--- config.mk ---
export PLATFORM = sky130hd
export DESIGN_NAME = cam_capture_scaled_flat
export DESIGN_NICKNAME = d
export VERILOG_FILES = /design/src/rtl/cam_capture_scaled_pkg.sv /design/src/rtl/cam_capture_scaled_if.sv /design/src/rtl/cam_capture_scaled_pix_fmt.sv /design/src/rtl/cam_capture_scaled.sv /design/src/flat_wrapper.sv
export SDC_FILE = /design/constraint.sdc
export NUM_CORES = 1
export LEC_CHECK = 0
export BUFFER_PORTS_ARGS = -buffer_cell sky130_fd_sc_hd__buf_2
export CORE_MARGIN = 5
export CORE_UTILIZATION = 60
export CTS_BUF_LIST = sky130_fd_sc_hd__clkbuf_8
export CTS_CLUSTER_SIZE = 20
export DETAILED_ROUTE_END_ITERATION = 7
export PLACE_DENSITY = 0.83
export SLEW_MARGIN = 40
export SYNTH_ARGS = -nofsm -noshare
export SYNTH_HDL_FRONTEND = slang
export SYNTH_HIERARCHICAL = 1
export SYNTH_SLANG_ARGS = --single-unit
export TNS_END_PERCENT = 1
--- constraint.sdc ---
create_clock -name clk -period 5.85 [get_ports clk]
set_clock_uncertainty 0.1 [all_clocks]
set_input_delay 0.585 -clock clk [delete_from_list [all_inputs] [get_ports clk]]
set_output_delay 0.585 -clock clk [all_outputs]
set_load 0.02 [all_outputs]
--- src/rtl/cam_capture_scaled_pkg.sv ---
// rtl/cam_capture_scaled_pkg.sv - shared types and constants for the camera capture path
// Package cam_pkg: FSM state encoding, RGB565 field widths, frame-buffer
// format selectors and the RGB565 colour-bar table.
// Optional feature macro: CAM_TEST_PATTERN_EN (bar table used only then).
package cam_pkg;

  typedef enum logic [1:0] {
    WAIT_VS_HIGH = 2'd0,
    WAIT_VS_LOW  = 2'd1,
    CAPTURE      = 2'd2
  } cam_state_e;

  localparam int R_W = 5;
  localparam int G_W = 6;
  localparam int B_W = 5;

  localparam int FMT_RGB332 = 8;
  localparam int FMT_RGB444 = 12;
  localparam int FMT_RGB565 = 16;

  // Vertical colour bars, left to right.
  function automatic logic [15:0] bar_color(input logic [2:0] idx);
    case (idx)
      3'd0:    bar_color = 16'hFFFF;  // white
      3'd1:    bar_color = 16'hFFE0;  // yellow
      3'd2:    bar_color = 16'h07FF;  // cyan
      3'd3:    bar_color = 16'h07E0;  // green
      3'd4:    bar_color = 16'hF81F;  // magenta
      3'd5:    bar_color = 16'hF800;  // red
      3'd6:    bar_color = 16'h001F;  // blue
      default: bar_color = 16'h0000;  // black
    endcase
  endfunction

endpackage

--- src/rtl/cam_capture_scaled_if.sv ---
// rtl/cam_capture_scaled_if.sv - frame-buffer write port interface
// Signals: wr_en (1-cycle strobe), wr_addr [ADDR_W], wr_data [PIX_W].
// Modports: master drives the write port, slave receives it.
interface cam_capture_scaled_if #(
  parameter int ADDR_W = 15,
  parameter int PIX_W  = 8
);
  logic              wr_en;
  logic [ADDR_W-1:0] wr_addr;
  logic [PIX_W-1:0]  wr_data;

  modport master (output wr_en, wr_addr, wr_data);
  modport slave  (input  wr_en, wr_addr, wr_data);
endinterface

--- src/rtl/cam_capture_scaled_pix_fmt.sv ---
// rtl/cam_capture_scaled_pix_fmt.sv - combinational RGB565 to frame-buffer pixel converter
// Ports: rgb565_i [16] in, pix_o [PIX_W] out.
// PIX_W = 8 -> RGB332, 12 -> RGB444, 16 -> passthrough; other widths fail elaboration.
module cam_pix_fmt
  import cam_pkg::*;
#(
  parameter int PIX_W = 8
) (
  input  logic [15:0]      rgb565_i,
  output logic [PIX_W-1:0] pix_o
);

  logic [R_W-1:0] r;
  logic [G_W-1:0] g;
  logic [B_W-1:0] b;

  assign {r, g, b} = rgb565_i;

  generate
    if (PIX_W == FMT_RGB332) begin : g_rgb332
      logic unused_bits;
      assign unused_bits = ^{r[1:0], g[2:0], b[2:0]};
      assign pix_o = {r[4:2], g[5:3], b[4:3]};
    end else if (PIX_W == FMT_RGB444) begin : g_rgb444
      logic unused_bits;
      assign unused_bits = ^{r[0], g[1:0], b[0]};
      assign pix_o = {r[4:1], g[5:2], b[4:1]};
    end else if (PIX_W == FMT_RGB565) begin : g_rgb565
      assign pix_o = {r, g, b};
    end else begin : g_bad_width
      $error("cam_pix_fmt: PIX_W must be 8, 12 or 16");
      assign pix_o = '0;
    end
  endgenerate

endmodule

--- src/rtl/cam_capture_scaled.sv ---
// rtl/cam_capture_scaled.sv - OV7670 capture with decimation and frame-buffer writes
// Ports: clk, rst (async, active high); cam_pclk/cam_vsync/cam_href/cam_d camera
// pins (asynchronous); test_mode; fb (write-port master: wr_en/wr_addr/wr_data);
// frame_done pulse, frame_count [8], overflow (sticky per frame).
// Optional feature macro: CAM_TEST_PATTERN_EN replaces kept pixels with colour
// bars when test_mode = 1.
module cam_capture_scaled
  import cam_pkg::*;
#(
  parameter int PIX_W    = 8,
  parameter int ADDR_W   = 15,
  parameter int FB_DEPTH = 19200,
  parameter int H_DEC    = 4,
  parameter int V_DEC    = 4
) (
  input  logic                 clk,
  input  logic                 rst,
  input  logic                 cam_pclk,
  input  logic                 cam_vsync,
  input  logic                 cam_href,
  input  logic [7:0]           cam_d,
  input  logic                 test_mode,
  cam_capture_scaled_if.master fb,
  output logic                 frame_done,
  output logic [7:0]           frame_count,
  output logic                 overflow
);

  generate
    if (FB_DEPTH < 1 || FB_DEPTH > (2 ** ADDR_W)) begin : g_bad_depth
      $error("cam_capture_scaled: FB_DEPTH must be 1..2**ADDR_W");
    end
    if (H_DEC < 1 || H_DEC > 16) begin : g_bad_hdec
      $error("cam_capture_scaled: H_DEC must be 1..16");
    end
    if (V_DEC < 1 || V_DEC > 16) begin : g_bad_vdec
      $error("cam_capture_scaled: V_DEC must be 1..16");
    end
  endgenerate

  // One extra address bit so the counter can rest at FB_DEPTH even when
  // FB_DEPTH == 2**ADDR_W.
  localparam logic [ADDR_W:0] DEPTH = (ADDR_W + 1)'(FB_DEPTH);
  localparam logic [3:0]      H_MAX = 4'(H_DEC - 1);
  localparam logic [3:0]      V_MAX = 4'(V_DEC - 1);

  // Synchronisers; pclk has a third stage for edge detection.
  logic       pclk_s1_q, pclk_s2_q, pclk_s3_q;
  logic       vs_s1_q, vs_s2_q;
  logic       href_s1_q, href_s2_q;
  logic [7:0] d_s1_q, d_s2_q;
  logic       pclk_edge;

  always_ff @(posedge clk or posedge rst) begin
    if (rst) begin
      pclk_s1_q <= 1'b0; pclk_s2_q <= 1'b0; pclk_s3_q <= 1'b0;
      vs_s1_q   <= 1'b0; vs_s2_q   <= 1'b0;
      href_s1_q <= 1'b0; href_s2_q <= 1'b0;
      d_s1_q    <= 8'd0; d_s2_q    <= 8'd0;
    end else begin
      pclk_s1_q <= cam_pclk;  pclk_s2_q <= pclk_s1_q; pclk_s3_q <= pclk_s2_q;
      vs_s1_q   <= cam_vsync; vs_s2_q   <= vs_s1_q;
      href_s1_q <= cam_href;  href_s2_q <= href_s1_q;
      d_s1_q    <= cam_d;     d_s2_q    <= d_s1_q;
    end
  end

  assign pclk_edge = pclk_s2_q & ~pclk_s3_q;

  // FSM: state register.
  cam_state_e state_q, state_d;

  always_ff @(posedge clk or posedge rst) begin
    if (rst) state_q <= WAIT_VS_HIGH;
    else     state_q <= state_d;
  end

  // FSM: next state, only ever on a pclk edge.
  always_comb begin
    state_d = state_q;
    if (pclk_edge) begin
      case (state_q)
        WAIT_VS_HIGH: if (vs_s2_q)  state_d = WAIT_VS_LOW;
        WAIT_VS_LOW:  if (!vs_s2_q) state_d = CAPTURE;
        CAPTURE:      if (vs_s2_q)  state_d = WAIT_VS_LOW;
        default:                    state_d = WAIT_VS_HIGH;
      endcase
    end
  end

  // FSM: decoded events for the datapath.
  logic frame_start, frame_end, cap_edge;

  always_comb begin
    frame_start = 1'b0;
    frame_end   = 1'b0;
    cap_edge    = 1'b0;
    if (pclk_edge) begin
      case (state_q)
        WAIT_VS_LOW: frame_start = !vs_s2_q;
        CAPTURE: begin
          frame_end = vs_s2_q;
          cap_edge  = !vs_s2_q;
        end
        default: ;
      endcase
    end
  end

  // Datapath state.
  logic              phase_q;
  logic [7:0]        hi_q;
  logic [3:0]        xm_q, ym_q;
  logic              line_pix_q;
  logic              href_prev_q;
  logic [ADDR_W:0]   wr_addr_q;
  logic              wr_en_q;
  logic [PIX_W-1:0]  wr_data_q;
  logic              frame_done_q;
  logic [7:0]        frame_count_q;
  logic              overflow_q;
  logic              keep;
  logic [15:0]       rgb565;
  logic [PIX_W-1:0]  pix_conv;

  assign keep = (xm_q == 4'd0) && (ym_q == 4'd0);

`ifdef CAM_TEST_PATTERN_EN
  // Count of horizontally kept pixels on this line; bits [6:4] pick the bar.
  logic [6:0] kx_q;

  always_ff @(posedge clk or posedge rst) begin
    if (rst) begin
      kx_q <= 7'd0;
    end else if (frame_start) begin
      kx_q <= 7'd0;
    end else if (cap_edge) begin
      if (href_s2_q && phase_q && xm_q == 4'd0) kx_q <= kx_q + 7'd1;
      else if (!href_s2_q && href_prev_q)       kx_q <= 7'd0;
    end
  end

  assign rgb565 = test_mode ? bar_color(kx_q[6:4]) : {hi_q, d_s2_q};
`else
  logic unused_test_mode;
  assign unused_test_mode = test_mode;
  assign rgb565 = {hi_q, d_s2_q};
`endif

  cam_pix_fmt #(.PIX_W(PIX_W)) u_pix_fmt (
    .rgb565_i (rgb565),
    .pix_o    (pix_conv)
  );

  always_ff @(posedge clk or posedge rst) begin
    if (rst) begin
      phase_q       <= 1'b0;
      hi_q          <= 8'd0;
      xm_q          <= 4'd0;
      ym_q          <= 4'd0;
      line_pix_q    <= 1'b0;
      href_prev_q   <= 1'b0;
      wr_addr_q     <= '0;
      wr_en_q       <= 1'b0;
      wr_data_q     <= '0;
      frame_done_q  <= 1'b0;
      frame_count_q <= 8'd0;
      overflow_q    <= 1'b0;
    end else begin
      wr_en_q      <= 1'b0;
      frame_done_q <= 1'b0;

      // Advance after the strobe so wr_addr shows the written location.
      if (wr_en_q && wr_addr_q != DEPTH)
        wr_addr_q <= wr_addr_q + {{ADDR_W{1'b0}}, 1'b1};

      if (frame_start) begin
        phase_q     <= 1'b0;
        xm_q        <= 4'd0;
        ym_q        <= 4'd0;
        line_pix_q  <= 1'b0;
        href_prev_q <= 1'b0;
        wr_addr_q   <= '0;
        overflow_q  <= 1'b0;
      end

      // Partial pixel is simply abandoned; the next frame start clears it.
      if (frame_end) begin
        frame_done_q  <= 1'b1;
        frame_count_q <= frame_count_q + 8'd1;
        phase_q       <= 1'b0;
      end

      if (cap_edge) begin
        href_prev_q <= href_s2_q;
        if (href_s2_q) begin
          phase_q <= ~phase_q;
          if (!phase_q) begin
            hi_q <= d_s2_q;
          end else begin
            line_pix_q <= 1'b1;
            xm_q       <= (xm_q == H_MAX) ? 4'd0 : xm_q + 4'd1;
            if (keep) begin
              if (wr_addr_q < DEPTH) begin
                wr_en_q   <= 1'b1;
                wr_data_q <= pix_conv;
              end else begin
                overflow_q <= 1'b1;
              end
            end
          end
        end else begin
          phase_q <= 1'b0;
          if (href_prev_q) begin
            xm_q       <= 4'd0;
            line_pix_q <= 1'b0;
            if (line_pix_q) ym_q <= (ym_q == V_MAX) ? 4'd0 : ym_q + 4'd1;
          end
        end
      end
    end
  end

  assign fb.wr_en     = wr_en_q;
  assign fb.wr_addr   = wr_addr_q[ADDR_W-1:0];
  assign fb.wr_data   = wr_data_q;
  assign frame_done   = frame_done_q;
  assign frame_count  = frame_count_q;
  assign overflow     = overflow_q;

endmodule

--- src/flat_wrapper.sv ---
// flat-port wrapper written by rule: the top's interface ports become plain ports
module cam_capture_scaled_flat import cam_pkg::*;
#(
  parameter int PIX_W    = 8,
  parameter int ADDR_W   = 15,
  parameter int FB_DEPTH = 19200,
  parameter int H_DEC    = 4,
  parameter int V_DEC    = 4
)
  (clk, rst, cam_pclk, cam_vsync, cam_href, cam_d, test_mode, frame_done, frame_count, overflow, fb_wr_en, fb_wr_addr, fb_wr_data);
  cam_capture_scaled_if #(.ADDR_W(ADDR_W), .PIX_W(PIX_W)) fb_i ();
  input  logic clk;
  input  logic rst;
  input  logic cam_pclk;
  input  logic cam_vsync;
  input  logic cam_href;
  input  logic [7:0] cam_d;
  input  logic test_mode;
  output logic frame_done;
  output logic [7:0] frame_count;
  output logic overflow;
  output wire logic [$bits(fb_i.wr_en)-1:0] fb_wr_en;
  output wire logic [$bits(fb_i.wr_addr)-1:0] fb_wr_addr;
  output wire logic [$bits(fb_i.wr_data)-1:0] fb_wr_data;
  assign fb_wr_en = fb_i.wr_en;
  assign fb_wr_addr = fb_i.wr_addr;
  assign fb_wr_data = fb_i.wr_data;
  cam_capture_scaled #(.PIX_W(PIX_W), .ADDR_W(ADDR_W), .FB_DEPTH(FB_DEPTH), .H_DEC(H_DEC), .V_DEC(V_DEC)) u_core (.clk(clk), .rst(rst), .cam_pclk(cam_pclk), .cam_vsync(cam_vsync), .cam_href(cam_href), .cam_d(cam_d), .test_mode(test_mode), .fb(fb_i), .frame_done(frame_done), .frame_count(frame_count), .overflow(overflow));
endmodule
# Yosys cells after proc, flatten, opt, wreduce, memory -nomap -nowiden
# Index checks and enable logic that the tools add are counted.
dict set report op_classes {
  mux 45
  bitwise_logic 3
  eq_ne 7
  reduce_logical 13
  n_addsub 4
  magnitude_cmp 1
}
# cell n
set ops {}
lappend ops {{$mux W4} 12}
lappend ops {{$mux W16} 2}
lappend ops {{$mux W1} 28}
lappend ops {{$add A16 B1 Y16 const B} 1}
lappend ops {{$lt A16 B15 Y1 const B} 1}
lappend ops {{$ne A16 B15 Y1 const B} 1}
lappend ops {{$add A4 B1 Y4 const B} 2}
lappend ops {{$add A8 B1 Y8 const B} 1}
lappend ops {{$eq A4 B2 Y1 const B} 2}
lappend ops {{$logic_not A4 Y1} 2}
lappend ops {{$reduce_and A3 Y1} 2}
lappend ops {{$reduce_and A5 Y1} 1}
lappend ops {{$mux W2} 2}
lappend ops {{$pmux W2 S2} 1}
lappend ops {{$reduce_bool A2 Y1} 2}
lappend ops {{$reduce_bool A3 Y1} 1}
lappend ops {{$eq A2 B1 Y1 const B} 1}
lappend ops {{$eq A2 B2 Y1 const B} 1}
lappend ops {{$logic_and A1 B1 Y1} 2}
lappend ops {{$logic_not A2 Y1} 1}
lappend ops {{$ne A2 B1 Y1 const B} 1}
lappend ops {{$ne A2 B2 Y1 const B} 1}
lappend ops {{$not A1 Y1} 2}
lappend ops {{$reduce_or A2 Y1} 1}
lappend ops {{other kinds (2)} 2}
dict set report totals {
  regBits 79
  output_inout_bits 34
  input_bits 14
}

# Logic depth before layout (Yosys ltp)
dict set report depth {
  depth_word 9
  ltp_mapped 6
}

# Modules after synthesis
# Netlist, hierarchy kept.
# mod seq_area_each_um2 cells_each instances area_each_um2
set modules_own_cells {}
lappend modules_own_cells {cam_capture_scaled 1976.9 283 1 3328.2}
lappend modules_own_cells {cam_pix_fmt 0.0 8 1 60.1}

# Least setup slack after synthesis
# No wires, ideal clock.
dict set report synth_path {
  path_kind {register to register}
  from {register u_core.state_q[0]}
  to {register u_core.wr_data_q[0] (netlist: u_core/fb.wr_data[0])}
  t_arrival_ps 1949
  slack_ps 3676
  required_time_ps 5625
  n_path_buf 2
  path_stages_with_launch 7
  period_less_slack_ps 2174
  cell_sequence {dfrtp_1 or2_1 clkbuf_2 or3_1 buf_6 nor3_4 mux2_2}
}
dict set report synth_between {
  elab_chain_len 4
}
# element line_no
set synth_lines {}
lappend synth_lines {{start: declaration} cam_capture_scaled.sv:71} ;# cam_state_e state_q, state_d;
lappend synth_lines {{start signal: assignment} cam_capture_scaled.sv:75} ;# else state_q <= state_d;
lappend synth_lines {{$eq A2 B2 Y1} cam_capture_scaled.sv:99} ;# case (state_q)
lappend synth_lines {{$mux W1} cam_capture_scaled.sv:99}
lappend synth_lines {{$mux W1} cam_capture_scaled.sv:98} ;# if (pclk_edge) begin
lappend synth_lines {{$reduce_and A5 Y1 (no source line)} n/a}
lappend synth_lines {{end signal: assignment} cam_capture_scaled.sv:206} ;# wr_data_q <= pix_conv;
lappend synth_lines {{end: declaration} cam_capture_scaled.sv:118} ;# logic [PIX_W-1:0] wr_data_q;
# Every way passes these cells.
# A chain may end at the register's enable or synchronous reset.

# Worst setup path in the final report
dict set report layout_path {
  from {register u_core.pclk_s3_q}
  to {register u_core.wr_data_q[4] (netlist: u_core/fb.wr_data[4])}
}
dict set report layout_between {
  elab_chain_len 4
}
# element line_no
set layout_lines {}
lappend layout_lines {{start: declaration} cam_capture_scaled.sv:48} ;# logic pclk_s1_q, pclk_s2_q, pclk_s3_q;
lappend layout_lines {{start signal: assignment} cam_capture_scaled.sv:61} ;# pclk_s1_q <= cam_pclk; pclk_s2_q <= pclk_s1_q; pclk_s3_q <= pclk_s2_q;
lappend layout_lines {{$not A1 Y1} cam_capture_scaled.sv:68} ;# assign pclk_edge = pclk_s2_q & ~pclk_s3_q;
lappend layout_lines {{$and A1 B1 Y1} cam_capture_scaled.sv:68}
lappend layout_lines {{$mux W1} cam_capture_scaled.sv:98}
lappend layout_lines {{$reduce_and A5 Y1 (no source line)} n/a}
# Every way passes these cells.

==> results.yml <==
outcome:
  status: "finished, final reports clean"
timing:
  worst_slew_pin_slew_ns: 0.657
  rsz0062_at_grt: "false"
  hold_viol_final: 0
  clock.fmax_mhz: 416
  holdWs_ns: 0.235
  min_period_ns: 2.40
  final_max_slew_viol_count: 0
  finalCritPeriodShare_pct: 41.1
  slew_headroom_pct: 55.9
  tns_ns: 0
  finalSetupViolations: 0
critical_path:
  startpoint: "u_core/pclk_s3_q"
  cp-start-kind: "flip-flop"
  path_buf_inv: 0
  reg2reg_from: "u_core/pclk_s3_q"
  cp.arrival_ns: 2.53
  crit_required_ns: 5.98
  worstPathCellList: "nand3b_1, or3_1, nor3_4, mux2_2"
  slowest_delay_ns: 0.57
  cp-end-kind: "flip-flop"
  crit_fanout: 10
  slowest_stage: "or3_1"
  crit_family: "simple AND/OR/NAND/NOR gates"
  crit_type: "reg2reg"
global_route:
  grt_pass1_wl_um: 9540
  grt_max_degree: 78
  grt_overflow: 0
  grt_pass1_vias: 2113
  antenna_found_initial: 0
  track_usage_pct: 16.7
layout:
  fillers: 402
  final_common_cell: "dfrtp_1"
  final_nets: 339
  most-common-layout-cells: "dfrtp_1, buf_2, nor2_1, nand2_1, mux2_2"
  area_delta_synth_final_pct: 11.1
  diodes: 0
  final_area_mm2: 0.00368
  drive_above_1_share_pct: 25.4
  final_util_pct: 67.7
worst_hold_path:
  hp-start: "cam_d[3]"
  min_path_type: "in2reg"
flow_run:
  max_cap_violations: 0
synthesis:
  synthCells: 287
  syn_area_per_cell_um2: 11.6
  syn_area_mm2: 0.00332
  yosys_warnings: 6
  synth_nets: 308
cts:
  cts_tree: "done"
  ctsHoldBuffers: 0
  cts_max_path_buffers: 2
  clock-sinks: 77
  root_buffer: "clkbuf_8"
  clock_latency_ns: 0.35
  numCtsBuffers: 9
  clk_pin_slew_ns: 0.09
  htreeDepth: 3
  cts_resized: 0
  cts_setup_buffers: 0
floorplanning:
  die_x_um: 84.3
  io_pins: 48
  start_util_pct: 61.0
  floorplan.rows: 27
  die_area_mm2: 0.00711
  core_mm2: 0.00544
  die_h_um: 84.3
route:
  drt_pass1_iterations: 4
  drt_iter0_markers: 82
  drc: 0
  num_vias: 2148
  postRouteAntennaNets: 0
  finalWirelength_um: 5620
  wl_per_cell_um: 14.2
  vias_per_cell: 5.44
place:
  hpwl_um: 3670
  place_area_mm2: 0.00345
  port_buffers: 46
  place.gp.congestion: 0.776
power:
  p_clk_share_pct: 40.4
  p_int_w: 0.000842
  p_sw_w: 0.000266
  max-vdd-ir-drop_uv: 281
  p_leak_nw: 1.77
  combPwrFrac_pct: 6.6
  seqPwrFrac_pct: 52.9
  p_per_area_mw_per_mm2: 301
  swShare_pct: 24.0
power groups by stage:
stage,sequential [W],combinational (W),clock [W]
6_report,0.000587,0.0000734,0.000448
5_1_grt,0.000591,0.0000832,0.000486
4_1_cts,0.000587,0.0000757,0.000463
3_5_place_dp,0.000597,0.0000745,0
3_3_place_gp,0.000594,0.0000717,0
2_1_floorplan,0.000602,0.0000563,0
worst reg2reg max path, cell delays in order (launching register included):
cell      delay (ns)
dfrtp_1         0.41
nand3b_1        0.34
or3_1           0.57
nor3_4          0.47
mux2_2          0.40
registers in the layout, indices dropped and copies added, names as in the netlist, 2 cells and up:
signal,count
u_core/hi_q,6
u_core/wr_addr_q,16
u_core/state_q,2
u_core/ym_q,4
u_core/xm_q,4
u_core/d_s2_q,8
u_core/fb.wr_data,8
u_core/frame_count,8
u_core/d_s1_q,8
cell type report:
cell class	instances	area [um2]	share of cell area (%)
Clock buffer	9	124	3.36
Timing Repair Buffer	48	249	6.76
Inverter	15	56.3	1.53
Sequential cell	77	1930	52.3
Multi-Input combinational cell	167	1130	30.7
Tap cell	72	90.1	2.45
Clock inverter	7	105	2.85
path summary, 6_finish.rpt:
path                                        end  slack [ns]  depth (start not counted)
max                        u_core/fb.wr_data[4]        3.45                          4
min                            u_core/d_s1_q[3]        0.23                          1
max reg2reg                u_core/fb.wr_data[4]        3.45                          4
min reg2reg                    u_core/d_s2_q[2]        0.25                          0
max in group asynchronous        u_core/ym_q[1]        4.89                          3
min in group asynchronous       u_core/fb.wr_en        0.30                          3
per-layer routing:
layer  global-route usage, %  vias to the layer above  wire length, um
li1                        -                     1037                -
met4                    6.04                        0               62
met2                    29.3                       54             3010
met1                    19.1                     1050             2190
met5                       0                        -                0
met3                    5.59                        7              356
stage by stage:
stage	setup WS, ns	total power, W	std cells
after global routing	3.31	0.00116	395
after CTS	3.43	0.00112	395
final	3.45	0.00111	395
after detailed placement	3.45	0.000671	379
after floorplan	3.20	0.000658	287
after global placement	3.49	0.000666	379
Note: power is estimated with default switching activity, not from simulation.
